$ cat config.mk
export PLATFORM = sky130hd
export DESIGN_NAME = row_clear
export DESIGN_NICKNAME = d
export VERILOG_FILES = /design/src/rtl/tetris_pkg.sv /design/src/rtl/row_collapse.sv /design/src/rtl/row_clear.sv
export SDC_FILE = /design/constraint.sdc
export NUM_CORES = 2
export LEC_CHECK = 0
export CORE_AREA = 2 2 520 264
export CTS_BUF_LIST = sky130_fd_sc_hd__clkbuf_8
export DETAILED_ROUTE_END_ITERATION = 10
export DIE_AREA = 0 0 522 266
export DONT_BUFFER_PORTS = 1
export HOLD_SLACK_MARGIN = 0.15
export PLACE_DENSITY = 0.47
export SLEW_MARGIN = 20
export SYNTH_ARGS = -nofsm -noshare
export SYNTH_HDL_FRONTEND = slang
export SYNTH_HIERARCHICAL = 1
export SYNTH_SLANG_ARGS = --single-unit
export TNS_END_PERCENT = 20
$ cat constraint.sdc
create_clock -name clk -period 3.05 [get_ports clk]
set_input_delay 0.61 -clock clk [delete_from_list [all_inputs] [get_ports clk]]
set_output_delay 0.61 -clock clk [all_outputs]
set_load 0.01 [all_outputs]
$ cat src/rtl/tetris_pkg.sv
`default_nettype none
// ============================================================================
// Module      : tetris_pkg
// Description : Shared playfield geometry, field type, row-clear FSM state
//               encoding and the rows-cleared to score mapping.
// Revision    : 1.0 - initial release
// ============================================================================
package tetris_pkg;

    localparam int ROWS    = 20;
    localparam int COLS    = 20;
    localparam int FIELD_W = ROWS * COLS;

    typedef logic [FIELD_W-1:0] field_t;

    // Explicitly encoded state values for the row-clear FSM
    localparam logic [1:0] C_ST_IDLE = 2'd0;
    localparam logic [1:0] C_ST_SCAN = 2'd1;
    localparam logic [1:0] C_ST_DONE = 2'd2;

    typedef enum logic [1:0] {
        ST_IDLE = C_ST_IDLE,
        ST_SCAN = C_ST_SCAN,
        ST_DONE = C_ST_DONE
    } rc_state_t;

    // Score increment for a number of rows removed in one lock; saturates at 4+
    function automatic logic [9:0] score_for_rows(input logic [4:0] n);
        logic [9:0] v;
        case (n)
            5'd0:    v = 10'd0;
            5'd1:    v = 10'd10;
            5'd2:    v = 10'd30;
            5'd3:    v = 10'd60;
            default: v = 10'd100;
        endcase
        return v;
    endfunction

endpackage : tetris_pkg
`default_nettype wire

$ cat src/rtl/row_collapse.sv
`default_nettype none
// ============================================================================
// Module      : row_collapse
// Description : Combinational single-row test and collapse. Reports whether
//               row r of the working field is completely filled and provides
//               the field with row r removed (rows above move down one, a zero
//               row enters at the top).
// Ports       : work    - working field, row k at bits [COLS*k +: COLS]
//               r       - row index under examination
//               full    - row r has every bit set
//               shifted - field with row r removed
// Revision    : 1.0 - initial release
// ============================================================================
module row_collapse #(
    parameter int ROWS = 20,
    parameter int COLS = 20,
    parameter int RW   = 5
) (
    input  logic [ROWS*COLS-1:0] work,
    input  logic [RW-1:0]        r,
    output logic                 full,
    output logic [ROWS*COLS-1:0] shifted
);

    assign full = &work[r*COLS +: COLS];

    generate
        for (genvar i = 0; i < ROWS; i++) begin : g_row
            if (i == ROWS - 1) begin : g_top
                // The top row can never lie below r, so it always receives zeros
                assign shifted[i*COLS +: COLS] = '0;
            end else begin : g_body
                // Rows below r stay put; r and everything above take the row above
                assign shifted[i*COLS +: COLS] = (r > RW'(i)) ? work[i*COLS +: COLS]
                                                              : work[(i+1)*COLS +: COLS];
            end
        end
    endgenerate

endmodule : row_collapse
`default_nettype wire

$ cat src/rtl/row_clear.sv
`default_nettype none
// ============================================================================
// Module      : row_clear
// Description : Sequential line-clear stage. Copies a locked playfield, scans
//               it bottom-up one row per clock, removes every full row and
//               presents the compacted field with rows-cleared count, score
//               increment and row_down on a one-cycle done strobe.
// Ports       : clk, rst      - clock, synchronous active-high reset
//               start         - begin processing field_in (accepted in IDLE)
//               field_in      - locked playfield, row 0 at the bottom
//               busy          - high while scanning
//               done          - one-cycle result strobe
//               field_out     - compacted field, held until next done
//               rows_cleared  - rows removed by the last operation, held
//               score_plus    - score increment of the last operation, held
//               row_down      - pulses with done when any row was removed
// Revision    : 1.0 - initial release
// ============================================================================
module row_clear
    import tetris_pkg::*;
#(
    parameter int ROWS = tetris_pkg::ROWS,
    parameter int COLS = tetris_pkg::COLS
) (
    input  logic                 clk,
    input  logic                 rst,
    input  logic                 start,
    input  logic [ROWS*COLS-1:0] field_in,
    output logic                 busy,
    output logic                 done,
    output logic [ROWS*COLS-1:0] field_out,
    output logic [4:0]           rows_cleared,
    output logic [9:0]           score_plus,
    output logic                 row_down
);

    localparam int              RW         = $clog2(ROWS);
    localparam logic [RW-1:0]   C_LAST_ROW = RW'(ROWS - 1);

    rc_state_t              r_state;
    rc_state_t              w_state_next;
    logic [ROWS*COLS-1:0]   r_work;
    logic [RW-1:0]          r_row;
    logic [4:0]             r_cnt;
    logic                   r_done;
    logic                   r_row_down;
    logic [ROWS*COLS-1:0]   r_field_out;
    logic [4:0]             r_rows_cleared;
    logic [9:0]             r_score_plus;

    logic                   w_full;
    logic [ROWS*COLS-1:0]   w_shifted;

    row_collapse #(
        .ROWS (ROWS),
        .COLS (COLS),
        .RW   (RW)
    ) u_row_collapse (
        .work    (r_work),
        .r       (r_row),
        .full    (w_full),
        .shifted (w_shifted)
    );

    always_ff @(posedge clk) begin
        if (rst) begin
            r_state <= ST_IDLE;
        end else begin
            r_state <= w_state_next;
        end
    end

    always_comb begin
        w_state_next = r_state;
        case (r_state)
            ST_IDLE: if (start) w_state_next = ST_SCAN;
            // A full row keeps the index; the zero row inserted at the top
            // guarantees the scan eventually reaches a non-full top row.
            ST_SCAN: if (!w_full && (r_row == C_LAST_ROW)) w_state_next = ST_DONE;
            ST_DONE: w_state_next = ST_IDLE;
            default: w_state_next = ST_IDLE;
        endcase
    end

    always_ff @(posedge clk) begin
        if (rst) begin
            r_work         <= '0;
            r_row          <= '0;
            r_cnt          <= '0;
            r_done         <= 1'b0;
            r_row_down     <= 1'b0;
            r_field_out    <= '0;
            r_rows_cleared <= '0;
            r_score_plus   <= '0;
        end else begin
            r_done     <= 1'b0;
            r_row_down <= 1'b0;
            case (r_state)
                ST_IDLE: begin
                    if (start) begin
                        r_work <= field_in;
                        r_row  <= '0;
                        r_cnt  <= '0;
                    end
                end
                ST_SCAN: begin
                    if (w_full) begin
                        r_work <= w_shifted;
                        r_cnt  <= r_cnt + 5'd1;
                    end else if (r_row != C_LAST_ROW) begin
                        r_row <= r_row + 1'b1;
                    end
                end
                ST_DONE: begin
                    r_field_out    <= r_work;
                    r_rows_cleared <= r_cnt;
                    r_score_plus   <= score_for_rows(r_cnt);
                    r_done         <= 1'b1;
                    r_row_down     <= (r_cnt != 5'd0);
                end
                default: ;
            endcase
        end
    end

    assign busy         = (r_state == ST_SCAN);
    assign done         = r_done;
    assign row_down     = r_row_down;
    assign field_out    = r_field_out;
    assign rows_cleared = r_rows_cleared;
    assign score_plus   = r_score_plus;

endmodule : row_clear
`default_nettype wire

==> results.json <==
{
  "endpoint_kind": "register",
  "io_pins": 821,
  "violations": "negative setup slack",
  "ys_seq_elements": 825,
  "final_hold_viol_count": 0,
  "path_class": "register to register",
  "clock_path_buffers": 3,
  "die-height_um": 266,
  "synth_sequential_area_ratio": 0.413,
  "core_sq_um": 135000,
  "ant_nets": 0,
  "antenna_found_initial": 30,
  "outcome": "complete, but fails checks",
  "die-width_um": 522,
  "die-area_sq_um": 139000,
  "instances_no_fill": 7867,
  "layout-drive-gt1-share": 0.257,
  "final_nets": 6352,
  "initial_core_util": 0.296,
  "slew_viol_final": 0,
  "powerDensity_nw_per_um2": 464,
  "cts-buffers-inserted": 137,
  "fmax_mhz": 270,
  "fillers": 13200,
  "hold_path_class": "input port to register",
  "grt_max_degree": 640,
  "synth_ff_type": "dfxtp_1",
  "power_frac_comb": 0.187,
  "port_buffers": 0,
  "fin_ws_ns": -0.652,
  "netlist_area_sq_um": 40000,
  "synth_area_leaders": "dfxtp_1 (41%), a21oi_1 (10%), mux2_2 (9.8%)",
  "worst_setup_path_start_kind": "register",
  "critPathMaxFanout": 7,
  "arrival_ns": 4.45,
  "place_inst": 6571,
  "layout.area.seq_sq_um": 16500,
  "reg2reg_depth": 16,
  "wl_per_cell_um": 28.4,
  "yosysWarnings": 6,
  "grt_pass1_vias": 41000,
  "htreeDepth": 4,
  "multi_input_area_sq_um": 20000,
  "hold_slack_ns": 0.244,
  "period_share": 1.21,
  "grtUsageTotal": 0.307,
  "synth-edff-count": 0,
  "ff2ff_setup_slack_ns": -0.65,
  "place_congestion": 0.968,
  "p_clk_frac": 0.388,
  "synthCells": 4511,
  "drv_cap": 0,
  "worstMarginPinSlew_ns": 1.11,
  "drc": 0,
  "avgViaCountPerCell": 5.38,
  "path_clk_slew_ns": 0.08,
  "synth_area_per_cell_sq_um": 8.86,
  "p_switching_uw": 8330,
  "power.share.switching": 0.300,
  "relSlewSlack": 0.262,
  "dp_hpwl_mm": 159,
  "setup_tns_ns": -221.67,
  "skew_ns": 0.0385,
  "vias": 42300,
  "ys_async_sr_fraction": 0,
  "rsz0062_at_grt": "true",
  "seq_power_share": 0.425,
  "yosys.area.top_type": "dfxtp_1",
  "p_leak_uw": 0.0254,
  "synth_top_area_share": 0.413,
  "required_ns": 3.80,
  "holdPathStages": 4,
  "ir_drop_mv": 0.396,
  "cts_tree": "built",
  "rows": 96,
  "place_ws_ns": -1.12,
  "syn2layout_area_growth_pct": 49.8,
  "drt_iter0_drc": 5171,
  "netlist-cell-type-count": 63,
  "clk_latency_ns": 0.89,
  "grt_pass1_wl_mm": 308,
  "setup_viol": 411,
  "yosys.cell_count.top_type": "nand2_1",
  "drt_first_pass_iters": 7,
  "ys_top_cells_by_count": "nand2_1 (896), dfxtp_1 (825), a21oi_1 (824)",
  "totalWireLength_mm": 223,
  "cts_sinks": 825,
  "grt-ovfl-total": 0,
  "post-route-min-period_ns": 3.70,
  "cts-root-buf": "clkbuf_8",
  "p_int_uw": 19400
}
[per-stage QoR]
stage / area, sq um / total power, uW / utilization
2_1_floorplan: 40100 / 13800 / -
3_3_place_gp: 45600 / 15800 / 0.337
3_5_place_dp: 45600 / 15900 / 0.337
4_1_cts: 59500 / 27600 / 0.440
5_1_grt: 59900 / 28600 / 0.443
6_report: 59900 / 27800 / 0.443
[worst max-delay path, stage by stage, from the launching register on]
cell and delay (ns):
dfxtp_4 0.40, buf_4 0.15, buf_4 0.18, mux2i_1 0.75, o22ai_1 0.20, nor4_1 0.27
buf_4 0.16, o21ai_0 0.07, nand2_1 0.08, nor4_2 0.05, o311a_4 0.14, mux2i_4 0.23
nor2_8 0.08, buf_12 0.18, buf_16 0.17, clkbuf_16 0.17, o221a_2 0.26
[per-layer routing]
layer,track usage,vias up,wire (um)
met5,0,-,21
met1,0.474,21300,108000
met3,0.0865,234,23900
met2,0.415,2073,88400
met4,0.0578,4,3410
li1,-,18700,-
[final timing paths]
kind	from	end
worst max-delay path	r_row[0]	r_work[238]
worst min-delay path	start	r_state[0]
worst max register to register	r_row[0]	r_work[238]
worst min register to register	field_out[298]	field_out[298]
[area by class of cell]
| class | instances | share of cell area |
|---|---|---|
| timing repair buffer | 1698 | 0.279 |
| sequential | 825 | 0.276 |
| multi-input combinational | 2873 | 0.335 |
| tap | 1813 | 0.0379 |
| antenna | 17 | 0.000710 |
| clock buffer | 160 | 0.0368 |
| inverter | 409 | 0.0256 |
| clock inverter | 72 | 0.00975 |
[registers in the layout, indices dropped and copies added, names as in the netlist]
name / count
done: 1
r_work: 400
rows_cleared: 5
r_cnt: 5
score_plus: 6
r_state: 2
row_down: 1
field_out: 400
r_row: 5
[what timing repair did]
action | CTS | global route
buffers inserted | 16 | 1
setup endpoints to repair | 412 | 411
gates cloned | 10 | 16
gates resized for setup | 106 | 19
hold endpoints to repair | 818 | 0
pin swaps | 9 | 9
hold buffers | 1007 | 0
[logic make-up (layout without fill, tap and decap cells)]
kind of cell	Yosys count	after routing	synth area share
buf+inv	835	2339	0.101
compound gates	1313	1313	0.231
flops	825	825	0.413
other cells	2	41	0.000188
mux	500	500	0.149
fa+ha+maj	5	5	0.00156
simple gates	1031	1031	0.104
[layout by cell type, fill, tap and decap left out, drive strengths merged, types with 7 or more instances in the layout]
master / instances
nor2: 39
a21oi: 824
dlygate4sd3: 1005
conb: 24
inv: 448
o211ai: 8
nand4: 9
bufinv: 9
nand2b: 7
diode: 17
dfxtp: 825
o21ai: 15
o221a: 400
mux2i: 97
nor3: 11
mux2: 365
nand2: 896
mux4: 38
clkbuf: 171
o22ai: 30
clkinv: 18
nor4: 14
buf: 678
nand3: 17
[power groups by stage]
stage               Sequential, uW  Combinational [uW]  Clock, uW
floorplan                    11800                2000          0
global placement             12000                3860          0
detailed placement           12000                3890          0
CTS                          11700                4980      10900
global route                 11800                5410      11400
finish                       11800                5210      10800
Note: power is estimated with default switching activity, not from simulation.
